--- src/rtl/mem_bridge.sv ---
// mem_bridge: CPU load/store port onto a single-beat, byte-laned word memory.
// Optional BUSY watchdog is compiled in when MEM_BRIDGE_TIMEOUT_EN is defined.
module mem_bridge #(
  parameter int TIMEOUT = 16
) (
  input  logic        clk,
  input  logic        rst,
  input  logic        cpu_req,
  input  logic        cpu_we,
  input  logic [31:0] cpu_addr,
  input  logic [31:0] cpu_wdata,
  input  logic        cpu_byte,
  output logic [31:0] cpu_rdata,
  output logic        cpu_stall,
  output logic        bus_err,
  output logic        mem_req,
  output logic        mem_we,
  output logic [29:0] mem_addr,
  output logic [3:0]  mem_be,
  output logic [31:0] mem_wdata,
  input  logic        mem_ack,
  input  logic [31:0] mem_rdata
);

  typedef enum logic [1:0] {IDLE, BUSY, DONE, ERR} state_t;

  state_t      r_state;
  state_t      w_next;
  logic [31:0] r_addr;
  logic [31:0] r_wdata;
  logic [31:0] r_rdata;
  logic        r_we;
  logic        r_byte;
  logic        w_misaligned;
  logic        w_timeout;
  logic [7:0]  w_lane;

  if (TIMEOUT < 2 || TIMEOUT > 255) begin : g_bad_timeout
    $error("mem_bridge: TIMEOUT must be within 2..255");
  end

  assign w_misaligned = !cpu_byte && (cpu_addr[1:0] != 2'b00);

`ifdef MEM_BRIDGE_TIMEOUT_EN
  logic [7:0] r_count;

  // Held at zero outside BUSY so every transfer starts its budget from scratch.
  always_ff @(posedge clk or negedge rst) begin
    if (!rst)
      r_count <= 8'd0;
    else if (r_state != BUSY)
      r_count <= 8'd0;
    else if (!mem_ack)
      r_count <= r_count + 8'd1;
  end

  assign w_timeout = (r_count == 8'(TIMEOUT - 1));
`else
  assign w_timeout = 1'b0;
`endif

  always_ff @(posedge clk or negedge rst) begin
    if (!rst)
      r_state <= IDLE;
    else
      r_state <= w_next;
  end

  always_comb begin
    w_next = r_state;
    case (r_state)
      IDLE:    if (cpu_req) w_next = w_misaligned ? ERR : BUSY;
      BUSY:    if (mem_ack) w_next = DONE;
               else if (w_timeout) w_next = ERR;
      DONE:    w_next = IDLE;
      ERR:     w_next = IDLE;
      default: w_next = IDLE;
    endcase
  end

  always_comb begin
    mem_req   = 1'b0;
    mem_we    = 1'b0;
    mem_be    = 4'b0000;
    bus_err   = 1'b0;
    cpu_stall = 1'b0;
    case (r_state)
      IDLE: cpu_stall = cpu_req;
      BUSY: begin
        mem_req   = 1'b1;
        mem_we    = r_we;
        mem_be    = r_byte ? (4'b0001 << r_addr[1:0]) : 4'b1111;
        cpu_stall = 1'b1;
      end
      ERR:     bus_err = 1'b1;
      default: ;
    endcase
  end

  always_ff @(posedge clk or negedge rst) begin
    if (!rst) begin
      r_addr  <= 32'd0;
      r_wdata <= 32'd0;
      r_we    <= 1'b0;
      r_byte  <= 1'b0;
    end else if (r_state == IDLE && cpu_req) begin
      r_addr  <= cpu_addr;
      r_wdata <= cpu_wdata;
      r_we    <= cpu_we;
      r_byte  <= cpu_byte;
    end
  end

  always_comb begin
    w_lane = mem_rdata[7:0];
    case (r_addr[1:0])
      2'd1:    w_lane = mem_rdata[15:8];
      2'd2:    w_lane = mem_rdata[23:16];
      2'd3:    w_lane = mem_rdata[31:24];
      default: w_lane = mem_rdata[7:0];
    endcase
  end

  // Stores complete without touching the load result register.
  always_ff @(posedge clk or negedge rst) begin
    if (!rst)
      r_rdata <= 32'd0;
    else if (r_state == BUSY && mem_ack && !r_we)
      r_rdata <= r_byte ? {{24{w_lane[7]}}, w_lane} : mem_rdata;
  end

  assign cpu_rdata = r_rdata;
  assign mem_addr  = r_addr[31:2];
  assign mem_wdata = r_byte ? {4{r_wdata[7:0]}} : r_wdata;

endmodule

--- config.mk ---
export PLATFORM = sky130hd
export DESIGN_NAME = mem_bridge
export DESIGN_NICKNAME = d
export VERILOG_FILES = /design/src/rtl/mem_bridge.sv
export SDC_FILE = /design/constraint.sdc
export NUM_CORES = 1
export LEC_CHECK = 0
export BUFFER_PORTS_ARGS = -buffer_cell sky130_fd_sc_hd__buf_2
export CAP_MARGIN = 20
export CORE_MARGIN = 1
export CORE_UTILIZATION = 48
export CTS_CLUSTER_SIZE = 8
export DETAILED_ROUTE_END_ITERATION = 16
export PLACE_DENSITY_LB_ADDON = 0.08
export SYNTH_ARGS = -nofsm -noshare
export SYNTH_HDL_FRONTEND = slang
export SYNTH_SLANG_ARGS = --single-unit
--- constraint.sdc ---
create_clock -name clk -period 1.8 [get_ports clk]
set_input_delay 0.09 -clock clk [delete_from_list [all_inputs] [get_ports clk]]
set_output_delay 0.09 -clock clk [all_outputs]
set_load 0.01 [all_outputs]
# ---- After elaboration in Yosys (flattened, before gate mapping)
# Cells that the tools add are included.
dict set report word_totals {
  reg_bits 100
  input_bits 102
  output_inout_bits 102
  elab_cells 38
}
dict set report classes {
  eq_ne 8
  shift 1
  n_mux 13
  reduce_logical 10
}
# op count
set ops {}
lappend ops {{32-bit 2-to-1 mux} 2}
lappend ops {{8-bit one-hot mux with 3 select lines} 1}
lappend ops {{2-bit == test (second input constant)} 4}
lappend ops {{4-bit 2-to-1 mux} 2}
lappend ops {{2-bit 2-to-1 mux} 3}
lappend ops {{2-bit one-hot mux with 3 select lines} 1}
lappend ops {{2-bit by 1-bit == test with 1-bit output (second input constant)} 2}
lappend ops {{1-bit logical AND} 4}
lappend ops {{2-bit inequality test (second input constant)} 2}
lappend ops {{1-bit by 2-bit left shift with 4-bit output (first input constant)} 1}
lappend ops {{1-bit 2-to-1 mux} 3}
lappend ops {{1-bit logical NOT} 2}
lappend ops {{2-bit logical NOT} 1}
lappend ops {{1-bit one-hot mux with 2 select lines} 1}
lappend ops {{2-bit AND reduction} 1}
lappend ops {{2-bit nonzero test} 1}
lappend ops {{2-bit OR reduction} 1}

# ---- Longest topological paths before layout
dict set report depth {
  word_depth 5
  depth_mapped 5
  depth_no_buf 3
}

# ---- Worst setup path after synthesis
# No wires, ideal clock.
dict set report synth_path {
  path_type {register -> register}
  start {reg r_state[0]}
  end {reg r_addr[0]}
  setup_time_ns 0.125
  t_arrival_ns 1.271
  required_ns 1.675
  setup_slack_ns 0.405
  path_stages_with_launch 5
  path_buffers 2
  synth_period_minus_slack_ns 1.395
  path_cell_list {dfrtp_1 nor3b_1 buf_4 buf_6 mux2_2}
}
dict set report synth_via {
  elab_chain_len 2
}
# element line_no
set synth_rtl {}
lappend synth_rtl {{start: declaration} 27} ;# state_t r_state;
lappend synth_rtl {{start signal: assignment} 66} ;# r_state <= w_next;
lappend synth_rtl {{2-bit logical NOT} 106} ;# end else if (r_state == IDLE && cpu_req) begin
lappend synth_rtl {{1-bit logical AND} 106}
lappend synth_rtl {{end signal: assignment} 107} ;# r_addr <= cpu_addr;
lappend synth_rtl {{end: declaration} 29} ;# logic [31:0] r_addr;
# Every way passes these cells.
# A chain may end at the register's enable or synchronous reset.

# ---- Worst setup path after layout
dict set report layout_path {
  start {reg r_addr[0]}
  end {out mem_be[2]}
}
dict set report layout_via {
  elab_chain_len 3
}
# element line_no
set layout_rtl {}
lappend layout_rtl {{1-bit by 2-bit left shift with 4-bit output} 92} ;# mem_be = r_byte ? (4'b0001 << r_addr[1:0]) : 4'b1111;
lappend layout_rtl {{4-bit 2-to-1 mux} 92}
lappend layout_rtl {{4-bit 2-to-1 mux} 87} ;# case (r_state)
lappend layout_rtl {{end: declaration} 19} ;# output logic [3:0] mem_be,
# Every way passes these cells.

==> flow_summary.yaml <==
logic_synthesis:
  yosysSeqAreaShare_pct: 52.8
  synth_area_mm2: 0.00474
  synth-xor-area-share_pct: 0
  yosysWarnings: 0
  syn_nets: 551
  postSynthRegisterBits: 100
  synthAdderAreaFrac_pct: 0
  synth_simple_gate_area_share_pct: 11.3
  synth_mux_area_share_pct: 11.9
  synthDistinctLibCells: 29
  syn_inst: 449
  synth_top_family_by_area: "buffers and inverters"
  synth-compound-area-share_pct: 11.8
  avgSynthCellArea_um2: 10.6
clock_network:
  clock-sinks: 100
  cts-root-buf: "clkbuf_8"
  tritoncts: "yes"
  cts_setup_buffers: 0
  cts_buffers: 9
  clockBufferDepth: 2
  clk_latency_ns: 0.37
  clkTransAtPathRegs_ns: 0.10
  htree_levels: 3
worst_setup_path:
  required_ns: 1.71
  cp_num_cells: 4
  r2r_end: "r_addr[18]$_DFFE_PN0P_"
  worstSetupPathType: "flop to output pin"
  arrival_ns: 1.58
  cp-start-kind: "flop"
  setup.worst_path.start: "r_addr[0]$_DFFE_PN0P_"
  worst-path-buf-inv: 2
  cpMaxStageDelayCell: "dfrtp_1"
  crit_path_end_kind: "output pin"
  r2r_slack_ns: 0.14
  path_delay_family: "flip-flops"
  crit_chain: "buf_4 > nand2b_1 > a21oi_1 > buf_2"
  max_stage_delay_ns: 0.41
  worst-r2r-cell-count: 3
  r2r-start: "r_state[0]$_DFFE_PN0P_"
  critPathMaxFanout: 12
place:
  dp_hpwl_um: 8110
  numPortBuffers: 203
  gp_congestion: 0.844
worst_hold_path:
  min_path_type: "input pin to flop"
  min_from: "mem_rdata[17]"
  whs_endpoint: "cpu_rdata[17]$_DFFE_PN0P_"
  holdPathStages: 3
routing:
  drt-total-wl_um: 12000
  wire_per_inst_um: 14.6
  drc_errors: 0
  dr_total_vias: 3995
  postRouteAntennaNets: 0
  dr.first_iter.drc_count: 107
  drt_first_pass_iters: 4
  drt-vias-per-instance: 4.88
sta:
  finalHoldViolCount: 0
  setup_viol: 0
  fmax_mhz: 598
  tns_ns: 0
  tightest_slew_ns: 0.580
  fin_skew_ns: 0.0142
  fin_crit_ns: 1.67
  final_max_slew_viol_count: 0
  maxSlewHeadroom_pct: 61.4
  rsz0062_at_grt: "false"
  period_share_pct: 92.9
power:
  leakagePower_uw: 0.00314
  vdd.ir_drop.worst_mv: 0.814
  p_per_area_mw_per_mm2: 1620
global_routing:
  grt_max_degree: 78
  grt_pass1_wl_um: 19100
  grtUsageTotal_pct: 24.0
  grt_pass1_vias: 3995
  grt_remaining_overflow: 0
  antenna_found_initial: 0
die:
  io-pin-count: 204
  die_y_um: 101
  start_util_pct: 50.4
  die_area_mm2: 0.0103
  num_rows: 35
  core_mm2: 0.00942
  die-width_um: 101
run:
  maxCapViolations: 0
run_status:
  outcome: "finished clean"
finish:
  final_util_pct: 69.6
  layout.nets: 786
  syn_to_final_growth_pct: 38.1
  drive_gt1_share_pct: 40.6
  antenna_cells: 0
-- cell usage in the layout, fill, tap and decap left out, drive strengths merged --
master,synthesis,layout
buf,58,216
dfrtp,100,100
dlygate4sd3,0,76
o21ai,48,48
mux2,42,42
nor2,36,36
nand2,35,35
nand2b,28,28
inv,25,28
a31oi,25,25
clkbuf,10,9
mux2i,7,7
o2bb2ai,7,7
nor3,7,7
a211oi,7,7
a21oi,4,4
and2,3,3
clkinv,0,3
o21a,1,1
nor3b,1,1
mux4,1,1
and4bb,1,1
nand4bb,1,1
o21bai,1,1
o211ai,1,1
bufinv,0,1
-- power breakdown --
group	total [µW]	leakage [µW]	switching, µW	internal [µW]
sequential	3980	0.00117	622	3360
clock	1500	0.000106	830	666
combinational	5140	0.00186	2760	2390
-- layer usage --
layer / share of wire, % / up-vias / track usage [%]
li1: - / 1942 / -
met2: 48 / 149 / 39.1
met5: 0 / - / 0
met1: 44 / 1884 / 31.8
met3: 6.1 / 20 / 5.45
met4: 1.7 / 0 / 8.25
-- timing repair --
action	4_1_cts	5_1_grt
resized for setup	0	2
endpoints found under the setup margin	0	17
endpoints found under the hold margin	115	0
hold buffers	76	0
-- through the flow --
stage	cells	setup slack [ns]	cell area, µm²	power (µW)	hold slack [ns]
after detailed placement	726	0.163	5580	9030	0.124
after global routing	818	0.0257	6550	11500	0.00335
after floorplan	449	0.405	4740	7660	-0.206
after global placement	726	0.214	5580	8910	0.126
final	818	0.128	6550	10600	0.00746
after CTS	818	0.0378	6540	10700	0.000146
-- kinds of logic (layout without fill, tap and decap cells) --
kind of cell,after synthesis,in the layout
and+or+nand+nor,112,112
AOI/OAI and AO/OA,94,94
buffers and inverters,93,333
muxes,50,50
DFF,100,100
-- registers in the layout, indices dropped and copies added (netlist names) --
register   flops
r_byte         1
cpu_rdata     32
r_addr        32
r_state        2
r_wdata       32
r_we           1
-- worst max path at each step --
| stage | endpoint |
|---|---|
| after floorplan | r_addr[0]$_DFFE_PN0P_ |
| after global placement | r_addr[7]$_DFFE_PN0P_ |
| after detailed placement | r_addr[19]$_DFFE_PN0P_ |
| after CTS | mem_wdata[13] |
| after global routing | mem_be[2] |
| final | mem_be[2] |
-- synthesized netlist by cell type --
cell / n / area [µm²]
nor2_1: 36 / 135
nor3_1: 7 / 35.0
a211oi_1: 6 / 45.0
nand2_1: 34 / 128
nand4bb_1: 1 / 11.3
mux2_2: 42 / 473
nand2_4: 1 / 11.3
clkbuf_1: 9 / 33.8
nand2b_1: 28 / 175
nor3b_1: 1 / 7.51
dfrtp_1: 100 / 2500
a31oi_1: 25 / 156
buf_6: 9 / 101
inv_1: 25 / 93.8
and2_1: 3 / 18.8
o21a_1: 1 / 7.51
o21ai_0: 48 / 240
o21bai_1: 1 / 7.51
mux4_2: 1 / 22.5
buf_2: 8 / 40.0
and4bb_4: 1 / 16.3
o211ai_1: 1 / 7.51
clkbuf_2: 1 / 5.00
mux2i_1: 7 / 70.1
o2bb2ai_1: 7 / 61.3
buf_4: 40 / 300
buf_1: 1 / 3.75
a211oi_2: 1 / 12.5
a21oi_1: 4 / 20.0
-- cell type report --
type,count,area [µm²]
clock buffers,9,124
clock inverters,7,81.3
fillers,730,2870
inverters,25,93.8
multi-input cells,256,1670
flip-flops and latches,100,2500
well taps,129,161
repair buffers,292,1920
-- worst reg2reg max path, delay by kind of cell (launching register included) --
kind | cells | cell delay, ns
DFF | 1 | 0.46
and+or+nand+nor | 1 | 0.31
muxes | 1 | 0.44
buffers and inverters | 1 | 0.33
Note: power is estimated with default switching activity, not from simulation.
